## src/rtl/cpu_pkg.sv

```systemverilog
// Shared CPU-wide constants and types used by the fetch front end and the
// decoder.
package cpu_pkg;

   localparam int CPU_ADDR_WIDTH = 32;
   localparam int CPU_INST_WIDTH = 32;

   localparam logic [CPU_ADDR_WIDTH-1:0] CPU_RESET_PC = 32'h0000_0000;
   localparam logic [CPU_INST_WIDTH-1:0] NOP_INST     = 32'h0000_0013;

   typedef struct packed {
      logic [CPU_INST_WIDTH-1:0] inst;
      logic [CPU_ADDR_WIDTH-1:0] pc;
   } fetch_entry_t;

endpackage

```

## src/rtl/fetch_unit_if.sv

```systemverilog
// Fetch unit bundle: instruction memory request/response, redirect input
// and the decode-facing instruction stream.
interface fetch_unit_if
   import cpu_pkg::*;
#(
   parameter int ADDR_WIDTH = CPU_ADDR_WIDTH,
   parameter int INST_WIDTH = CPU_INST_WIDTH
) ();

   logic                  imem_req_valid;
   logic                  imem_req_ready;
   logic [ADDR_WIDTH-1:0] imem_req_addr;
   logic                  imem_resp_valid;
   logic [INST_WIDTH-1:0] imem_resp_data;
   logic                  redirect_valid;
   logic [ADDR_WIDTH-1:0] redirect_pc;
   logic                  stall;
   logic [INST_WIDTH-1:0] instruction;
   logic                  inst_valid;
   logic [ADDR_WIDTH-1:0] inst_pc;

   // Fetch unit side.
   modport master (
      output imem_req_valid, imem_req_addr, instruction, inst_valid, inst_pc,
      input  imem_req_ready, imem_resp_valid, imem_resp_data,
             redirect_valid, redirect_pc, stall
   );

   // Memory / decode / branch-resolution side.
   modport slave (
      input  imem_req_valid, imem_req_addr, instruction, inst_valid, inst_pc,
      output imem_req_ready, imem_resp_valid, imem_resp_data,
             redirect_valid, redirect_pc, stall
   );

endinterface

```

## src/rtl/fetch_queue.sv

```systemverilog
// Small synchronous FIFO with flush; the head entry is read straight from
// register storage so consumers see no path from the write side.
module fetch_queue
   import cpu_pkg::*;
#(
   parameter int  DEPTH   = 4,
   parameter type entry_t = fetch_entry_t,
   localparam int PTR_W   = $clog2(DEPTH),
   localparam int CNT_W   = PTR_W + 1
) (
   input  logic             clk,
   input  logic             rst,
   input  logic             push,
   input  entry_t           push_data,
   input  logic             pop,
   input  logic             flush,
   output entry_t           head,
   output logic [CNT_W-1:0] count,
   output logic             full,
   output logic             empty
);

   entry_t           mem_reg [DEPTH];
   logic [PTR_W-1:0] wr_ptr_reg;
   logic [PTR_W-1:0] rd_ptr_reg;
   logic [CNT_W-1:0] count_reg;
   logic             do_push;
   logic             do_pop;

   assign empty   = (count_reg == '0);
   assign full    = (count_reg == CNT_W'(DEPTH));
   assign count   = count_reg;
   assign head    = mem_reg[rd_ptr_reg];
   assign do_pop  = pop && !empty;
   // A push into a full queue is legal only when the head leaves in the same cycle.
   assign do_push = push && (!full || do_pop);

   always_ff @(posedge clk) begin
      if (do_push) begin
         mem_reg[wr_ptr_reg] <= push_data;
      end
   end

   always_ff @(posedge clk) begin
      if (rst || flush) begin
         wr_ptr_reg <= '0;
         rd_ptr_reg <= '0;
         count_reg  <= '0;
      end else begin
         if (do_push) begin
            wr_ptr_reg <= wr_ptr_reg + 1'b1;
         end
         if (do_pop) begin
            rd_ptr_reg <= rd_ptr_reg + 1'b1;
         end
         count_reg <= count_reg + CNT_W'(do_push) - CNT_W'(do_pop);
         assert (!(push && full && !do_pop));
      end
   end

endmodule

```

## src/rtl/fetch_unit.sv

```systemverilog
// Instruction fetch front end: credit-limited sequential fetch, in-order
// response queue, and redirect with stale-response dropping.
module fetch_unit
   import cpu_pkg::*;
#(
   parameter int                    ADDR_WIDTH  = CPU_ADDR_WIDTH,
   parameter int                    INST_WIDTH  = CPU_INST_WIDTH,
   parameter logic [ADDR_WIDTH-1:0] RESET_PC    = CPU_RESET_PC,
   parameter int                    QUEUE_DEPTH = 4
) (
   input  logic         clk,
   input  logic         rst,
   fetch_unit_if.master bus
);

   localparam int CNT_W = $clog2(QUEUE_DEPTH) + 1;

   typedef logic [ADDR_WIDTH-1:0] pc_t;

   pc_t              fetch_pc_reg;
   pc_t              fetch_pc_next;
   logic [CNT_W-1:0] outstanding_reg;
   logic [CNT_W-1:0] outstanding_next;
   logic [CNT_W-1:0] drop_cnt_reg;
   logic [CNT_W-1:0] drop_cnt_next;

   logic [CNT_W-1:0] inst_count;
   logic [CNT_W-1:0] tag_count;
   logic             inst_full;
   logic             inst_empty;
   logic             tag_full;
   logic             tag_empty;
   fetch_entry_t     inst_head;
   fetch_entry_t     inst_push_data;
   pc_t              tag_head;

   logic [CNT_W:0]   credit_used;
   logic             req_valid;
   logic             accept;
   logic             resp_drop;
   logic             resp_keep;
   logic             inst_pop;
   logic [INST_WIDTH-1:0] head_inst;
   pc_t              head_pc;

   // Every request either sits in the queue or is still in flight, so this
   // sum bounds how many responses could ever need a queue slot.
   assign credit_used = {1'b0, inst_count} + {1'b0, outstanding_reg};
   assign req_valid   = !rst && !bus.redirect_valid &&
                        (credit_used < (CNT_W+1)'(QUEUE_DEPTH));
   assign accept      = req_valid && bus.imem_req_ready;

   // The response landing in a redirect cycle belongs to the old path too.
   assign resp_drop   = bus.imem_resp_valid &&
                        ((drop_cnt_reg != '0) || bus.redirect_valid);
   assign resp_keep   = bus.imem_resp_valid && !resp_drop;
   assign inst_pop    = !inst_empty && !bus.stall && !bus.redirect_valid;

   assign inst_push_data.inst = bus.imem_resp_data;
   assign inst_push_data.pc   = tag_head;

   always_comb begin
      outstanding_next = outstanding_reg + CNT_W'(accept)
                         - CNT_W'(bus.imem_resp_valid);
      fetch_pc_next    = fetch_pc_reg;
      drop_cnt_next    = drop_cnt_reg;
      if (bus.redirect_valid) begin
         fetch_pc_next = {bus.redirect_pc[ADDR_WIDTH-1:2], 2'b00};
         drop_cnt_next = outstanding_next;
      end else begin
         if (accept) begin
            fetch_pc_next = fetch_pc_reg + ADDR_WIDTH'(4);
         end
         if (bus.imem_resp_valid && (drop_cnt_reg != '0)) begin
            drop_cnt_next = drop_cnt_reg - 1'b1;
         end
      end
   end

   always_ff @(posedge clk) begin
      if (rst) begin
         fetch_pc_reg    <= RESET_PC;
         outstanding_reg <= '0;
         drop_cnt_reg    <= '0;
      end else begin
         fetch_pc_reg    <= fetch_pc_next;
         outstanding_reg <= outstanding_next;
         drop_cnt_reg    <= drop_cnt_next;
         assert (!(bus.imem_resp_valid && (outstanding_reg == '0)));
         assert (!(resp_keep && tag_empty));
         assert (!(accept && tag_full));
         assert (!(resp_keep && inst_full && !inst_pop));
         assert (credit_used <= (CNT_W+1)'(QUEUE_DEPTH));
         // Live tags plus responses still to be discarded account for every request in flight.
         assert (tag_count + drop_cnt_reg == outstanding_reg);
      end
   end

   fetch_queue #(
      .DEPTH   (QUEUE_DEPTH),
      .entry_t (fetch_entry_t)
   ) u_inst_queue (
      .clk       (clk),
      .rst       (rst),
      .push      (resp_keep),
      .push_data (inst_push_data),
      .pop       (inst_pop),
      .flush     (bus.redirect_valid),
      .head      (inst_head),
      .count     (inst_count),
      .full      (inst_full),
      .empty     (inst_empty)
   );

   fetch_queue #(
      .DEPTH   (QUEUE_DEPTH),
      .entry_t (pc_t)
   ) u_tag_fifo (
      .clk       (clk),
      .rst       (rst),
      .push      (accept),
      .push_data (fetch_pc_reg),
      .pop       (resp_keep),
      .flush     (bus.redirect_valid),
      .head      (tag_head),
      .count     (tag_count),
      .full      (tag_full),
      .empty     (tag_empty)
   );

   assign head_inst = inst_head.inst;
   assign head_pc   = inst_head.pc;

   assign bus.imem_req_valid = req_valid;
   assign bus.imem_req_addr  = fetch_pc_reg;
   assign bus.inst_valid     = !inst_empty;
   assign bus.instruction    = inst_empty ? '0 : head_inst;
   assign bus.inst_pc        = inst_empty ? '0 : head_pc;

endmodule

```

## src/flat_wrapper.sv

```systemverilog
// flat-port wrapper written by rule: the top's interface ports become plain ports
module fetch_unit_flat import cpu_pkg::*;
#(
   parameter int                    ADDR_WIDTH  = CPU_ADDR_WIDTH,
   parameter int                    INST_WIDTH  = CPU_INST_WIDTH,
   parameter logic [ADDR_WIDTH-1:0] RESET_PC    = CPU_RESET_PC,
   parameter int                    QUEUE_DEPTH = 4
)
  (clk, rst, bus_imem_req_valid, bus_imem_req_addr, bus_instruction, bus_inst_valid, bus_inst_pc, bus_imem_req_ready, bus_imem_resp_valid, bus_imem_resp_data, bus_redirect_valid, bus_redirect_pc, bus_stall);
  fetch_unit_if #(.ADDR_WIDTH(ADDR_WIDTH), .INST_WIDTH(INST_WIDTH)) bus_i ();
  input  logic clk;
  input  logic rst;
  output wire logic [$bits(bus_i.imem_req_valid)-1:0] bus_imem_req_valid;
  output wire logic [$bits(bus_i.imem_req_addr)-1:0] bus_imem_req_addr;
  output wire logic [$bits(bus_i.instruction)-1:0] bus_instruction;
  output wire logic [$bits(bus_i.inst_valid)-1:0] bus_inst_valid;
  output wire logic [$bits(bus_i.inst_pc)-1:0] bus_inst_pc;
  input wire logic [$bits(bus_i.imem_req_ready)-1:0] bus_imem_req_ready;
  input wire logic [$bits(bus_i.imem_resp_valid)-1:0] bus_imem_resp_valid;
  input wire logic [$bits(bus_i.imem_resp_data)-1:0] bus_imem_resp_data;
  input wire logic [$bits(bus_i.redirect_valid)-1:0] bus_redirect_valid;
  input wire logic [$bits(bus_i.redirect_pc)-1:0] bus_redirect_pc;
  input wire logic [$bits(bus_i.stall)-1:0] bus_stall;
  assign bus_imem_req_valid = bus_i.imem_req_valid;
  assign bus_imem_req_addr = bus_i.imem_req_addr;
  assign bus_instruction = bus_i.instruction;
  assign bus_inst_valid = bus_i.inst_valid;
  assign bus_inst_pc = bus_i.inst_pc;
  assign bus_i.imem_req_ready = bus_imem_req_ready;
  assign bus_i.imem_resp_valid = bus_imem_resp_valid;
  assign bus_i.imem_resp_data = bus_imem_resp_data;
  assign bus_i.redirect_valid = bus_redirect_valid;
  assign bus_i.redirect_pc = bus_redirect_pc;
  assign bus_i.stall = bus_stall;
  fetch_unit #(.ADDR_WIDTH(ADDR_WIDTH), .INST_WIDTH(INST_WIDTH), .RESET_PC(RESET_PC), .QUEUE_DEPTH(QUEUE_DEPTH)) u_core (.clk(clk), .rst(rst), .bus(bus_i));
endmodule
```

## config.mk

```make
export PLATFORM = sky130hd
export DESIGN_NAME = fetch_unit_flat
export DESIGN_NICKNAME = d
export VERILOG_FILES = /design/src/rtl/cpu_pkg.sv /design/src/rtl/fetch_unit_if.sv /design/src/rtl/fetch_queue.sv /design/src/rtl/fetch_unit.sv /design/src/flat_wrapper.sv
export SDC_FILE = /design/constraint.sdc
export NUM_CORES = 1
export LEC_CHECK = 0
export CAP_MARGIN = 20
export CELL_PAD_IN_SITES_DETAIL_PLACEMENT = 1
export CELL_PAD_IN_SITES_GLOBAL_PLACEMENT = 1
export CORE_MARGIN = 8
export CORE_UTILIZATION = 44
export DETAILED_ROUTE_END_ITERATION = 6
export HOLD_SLACK_MARGIN = 0.15
export PLACE_DENSITY = 0.77
export SYNTH_ARGS = -nofsm -noshare
export SYNTH_HDL_FRONTEND = slang
export SYNTH_SLANG_ARGS = --single-unit
```

## constraint.sdc

```tcl
create_clock -name clk -period 3.7 [get_ports clk]
set_input_delay 0.74 -clock clk [delete_from_list [all_inputs] [get_ports clk]]
set_output_delay 0.74 -clock clk [all_outputs]
set_load 0.02 [all_outputs]
```

Yosys cells after proc, flatten, opt, wreduce, memory -nomap -nowiden:

Memory sizes are Yosys's and may differ from the RTL's. A register that Yosys moved wholly into a read port is not among the register bits.
Cells that the tools add are included.
W data, S select, Z words.

* bits of input ports: 70
* memory bits (read-only): 0
* latch bits: 0
* memories kept: 2
* output and inout bits: 98
* word-level logic and storage cells: 72
* register bits after elaboration: 52
* RAM bits: 384

Memory list
* u_core.u_inst_queue.mem_reg: depth 4, bits a word 64, rd ports 1, clocked after Yosys merged registers in 1, wr ports 1, line fetch_queue.sv:23 `entry_t mem_reg [DEPTH];`
* u_core.u_tag_fifo.mem_reg: depth 4, bits a word 32, rd ports 1, clocked after Yosys merged registers in 1, wr ports 1, line fetch_queue.sv:23

* order comparisons: 1
* equality and inequality tests: 2
* shift operators: 0
* add/sub/neg operators: 13
* reduce and logical (&&, ||, !) cells: 30
* divide/modulo/power cells: 0
* multiplexer cells: 14
* multipliers: 0
* bitwise operators: 0

Operator list (number)
* $mux W32: 4
* $add A32 B3 Y32 const B: 1
* $logic_and A1 B1 Y1: 12
* $add A3 B1 Y3: 3
* $sub A3 B1 Y3: 3
* $add A2 B1 Y2 const B: 4
* $logic_not A1 Y1: 8
* $mux W2: 4
* $eq A3 B3 Y1 const B: 2
* $logic_not A3 Y1: 2
* $mux W3: 2
* $add A3 B3 Y4: 1
* $logic_or A1 B1 Y1: 4
* $lt A4 B3 Y1 const B: 1
* $mux W1: 4
* $reduce_bool A2 Y1: 2
* $reduce_bool A3 Y1: 1
* $sub A3 B1 Y3 const B: 1
* $reduce_or A2 Y1: 1

Longest topological paths before layout:

* word-level depth: 10
* depth in mapped cells: 13
* depth with buffers taken out: 12

Cells and area by module:

Synthesis repeated with hierarchy kept, for this count alone.

* cells, all modules: 957
* area total of the unflattened synthesis: 17509.3 µm²

Modules (own cells, without submodules)
* fetch_queue at u_core.u_inst_queue: sequential area each 7867.5 µm², cells an instance 382, instances 1, area each 9689.3 µm²
* fetch_queue at u_core.u_tag_fifo: sequential area each 4023.9 µm², cells an instance 215, instances 1, area each 5077.4 µm²
* fetch_unit: sequential area each 720.7 µm², cells an instance 360, instances 1, area each 2742.6 µm²

Least setup slack after synthesis:

Ideal clock, no wire load.

* kind: input-to-reg
* from: in bus_redirect_valid
* to: mem u_core.u_inst_queue.mem_reg[1][10] in the netlist's numbering (enable)
* path buffers: 1
* required time: 3.274 ns
* cell stages on the path: 4
* arrival time: 3.057 ns
* setup slack: 0.217 ns
* library setup time: 0.426 ns
* cells stage by stage: clkbuf_1 nand4bb_1 a31oi_1 and2_1

* cells in the longest elaborated chain, start to end: 7
* elaborated cells between the ends (all ways): 11
* classes of those cells: mux: 2; reduce/logical: 9

RTL lines
* start: declaration: line flat_wrapper.sv:21 `input wire logic [$bits(bus_i.redirect_valid)-1:0] bus_redirect_valid;`
* $logic_or A1 B1 Y1 / $logic_not A1 Y1 (equally long branches): line fetch_unit.sv:55, fetch_unit.sv:57
* $logic_and A1 B1 Y1 (on tied branches): line fetch_unit.sv:54, fetch_unit.sv:57
* $logic_not A1 Y1 / $logic_and A1 B1 Y1 (equally long branches): line fetch_unit.sv:56, fetch_queue.sv:34
* $logic_and A1 B1 Y1 / $logic_or A1 B1 Y1 (equally long branches): line fetch_unit.sv:56, fetch_queue.sv:36
* $logic_and A1 B1 Y1 *: line fetch_queue.sv:36 `assign do_push = push && (!full || do_pop);`
* $mux W1 *: line fetch_queue.sv:39 `if (do_push) begin`
* $mux W1 (implied by the code) *: line fetch_queue.sv:40 `mem_reg[wr_ptr_reg] <= push_data;`
* end: declaration: line fetch_queue.sv:23

Every way passes the cells marked *; elsewhere a longest branch is shown, timed or not.

==> impl_metrics.toml <==
[synthesis]
ys_seq_area_share_pct = 72.5
ys.flop_type = "edfxtp_1"
syn_inst = 922
synth.avg_cell_area_um2 = 18.1
synth_edf_count = 368
async_flop_share_pct = 0
ys_warn_count = 0
synthDistinctLibCells = 51
yosysTopAreaCell = "edfxtp_1"
synthTopCellsByArea = "edfxtp_1 66%, mux4_2 12%, dfxtp_1 6.5%, nor2b_1 2.4%, ha_1 1.4%"
yosysTopAreaCellShare_pct = 66.1
syn-cell-area_mm2 = 0.0167
yosys_register_bits = 422

[floorplan]
dieHeight_um = 211
die_x_um = 211
row_count = 71
initial_core_util_pct = 44.5
die_area_mm2 = 0.0445
io_pins = 168
coreArea_mm2 = 0.0376

[sta]
slew_viol_final = 0
worst_slack_ns = 0.240
holdWs_ns = 0.544
tns_ns = 0
period_needed_ns = 3.46
max_freq_mhz = 289
finalHoldViolations = 0
setup_viol = 0
slew_headroom_pct = 41.8
finClkSkew_ns = 0.0105
worst_pin_slew_ns = 0.873
rsz0062_at_grt = "no"
fin_crit_sh_pct = 93.5

[global_route]
gr-total-overflow = 0
antenna_found_initial = 0
grt.total_usage_pct = 16.5
grt_pass1_wl_mm = 56.8
grt_max_degree = 65
grt_pass1_vias = 9606

[drt]
ant_nets = 0
wl_mm = 37.0
via_count = 8912
drc = 0
routed_via_density = 5.39
wl_per_cell_um = 22.4
dr.pass1.iters = 4
drt-initial-drc-count = 440

[setup_path]
slowest_stage = "dfxtp_4"
cp_cell_sequence = "buf_12 > mux4_2 > nor2b_1 > clkdlybuf4s50_1"
cp.required_ns = 2.96
arrival_ns = 2.72
end_kind = "output pin"
path_buf_inv = 2
cp-start-kind = "register"
max_stage_delay_ns = 0.58
crit_type = "reg -> out"
path_max_fanout = 30
cp_top_family = "buffers and inverters"

[clock_tree]
cts_buffers = 43
cts_setup_buffers = 0
clk_latency_ns = 0.53
cts_tree = "built"
cts.sinks = 422
clk_pin_slew_ns = 0.06
post_cts_resized = 0
cts_hold_repair.buffers = 0
cts-root-buf = "clkbuf_16"
htreeDepth = 2
clock_path_buffers = 3

[placement]
port-buffer-count = 161
pre_cts_slack_ns = 0.372
place_congestion = 0.833
dp.cells = 1579
post-dp-hpwl_mm = 23.5

[final_layout]
final_nets = 1205
synthToLayoutAreaGrowth_pct = 22.1
finalNonFillerCells = 1654
drive_gt1_share_pct = 17.4
diodes = 0
fillCellCount = 3492
largest_register_ffs = 248

[power_and_ir_drop]
leakage_nw = 6.44
power_mw = 10.3
powerDensity_mw_per_mm2 = 504
max-vdd-ir-drop_v = 0.000285

[run]
cap_violations = 0

[worst_hold_path]
holdCritPathClass = "reg -> reg"

[run_status]
status = "completed"
[synthesized netlist by cell type (4+ instances only)]
master,count
buf_4,4
and4_1,10
nor4_1,6
nand2_1,42
clkbuf_1,27
and2_1,16
nand4_1,9
ha_1,19
a31oi_1,8
nor3_1,9
nor2b_1,63
o21ai_0,4
xnor2_1,27
buf_2,7
edfxtp_1,368
dfxtp_1,54
inv_1,26
nand3_1,14
a211oi_1,4
and3_1,7
a21oi_1,23
o22ai_1,4
mux4_2,92
buf_1,8
nor2_1,28
[placed cells by master (no fill, tap or decap), types with 6 or more instances in the layout]
| cell type | count |
|---|---|
| nand2_1 | 42 |
| mux4_2 | 92 |
| nor2_1 | 28 |
| nor2b_1 | 63 |
| nand4_1 | 9 |
| clkinv_2 | 9 |
| clkbuf_16 | 43 |
| buf_4 | 18 |
| a21oi_1 | 23 |
| nand3_1 | 14 |
| clkbuf_1 | 11 |
| ha_1 | 19 |
| and2_1 | 12 |
| nor3_1 | 8 |
| nor4_1 | 6 |
| and3_1 | 7 |
| and4_1 | 10 |
| clkdlybuf4s50_1 | 161 |
| a31oi_1 | 8 |
| buf_12 | 10 |
| dfxtp_1 | 50 |
| inv_1 | 26 |
| xnor2_1 | 27 |
| edfxtp_1 | 368 |
[worst reg2reg max path: cells and delay by family (launching register included)]
| family | cells | cell delay [ns] |
|---|---|---|
| adder cells (fa/ha/maj) | 3 | 0.78 |
| AND/OR/NAND/NOR | 4 | 0.65 |
| flip-flops | 1 | 0.45 |
| buffers and inverters | 3 | 0.39 |
| XOR/XNOR | 2 | 0.31 |
| AO/OA/AOI/OAI | 1 | 0.08 |
[final timing paths]
kind                            depth (start not counted)                               to  slack, ns                            start
worst max-delay path                                    4               bus_instruction[2]       0.24                         register
worst min-delay path                                    2  u_core.u_tag_fifo.rd_ptr_reg[0]       0.54  u_core.u_tag_fifo.rd_ptr_reg[0]
worst max register to register                         13           u_core.drop_cnt_reg[2]       0.91     u_core.u_inst_queue.count[1]
worst min register to register                          2  u_core.u_tag_fifo.rd_ptr_reg[0]       0.54  u_core.u_tag_fifo.rd_ptr_reg[0]
[metal layers]
metal / part of all wire [%] / vias to the layer above / track usage, %
met1: 44 / 4621 / 21.4
met3: 5.6 / 50 / 3.44
li1: - / 3991 / -
met4: 1.9 / 0 / 4.34
met2: 49 / 250 / 28.1
met5: 0 / - / 0
[cell type report]
type / instances / area, um^2 / area share (%)
sequential: 422 / 12100 / 59.5
tap: 511 / 639 / 3.13
clock buffer: 57 / 1150 / 5.64
timing repair buffer: 189 / 1950 / 9.53
multi-input combinational: 430 / 4310 / 21.1
inverter: 27 / 101 / 0.496
clock inverter: 18 / 125 / 0.613
[where the power goes]
part / switching [mW] / leakage, nW / internal (mW)
combinational: 0.455 / 2.02 / 0.417
sequential: 0.109 / 3.79 / 5.35
clock: 1.70 / 0.630 / 2.26
total: 2.27 / 6.44 / 8.02
[cells by family after synthesis]
logic type,count (synthesis),synth area share [%]
DFF,422,72.5
and+or+nand+nor,218,7.33
muxes,97,12.7
buffers and inverters,73,1.78
AOI/OAI and AO/OA,59,2.25
xor gates and xnor gates,30,1.57
adders and majority gates,22,1.78
other,1,0.0224
[stage by stage]
step	utilization, %	instance area [um^2]
after CTS	54.3	20400
after detailed placement	50.9	19100
after global routing	54.3	20400
after floorplan	-	16700
after global placement	50.9	19100
final	54.3	20400
Note: power is estimated with default switching activity, not from simulation.
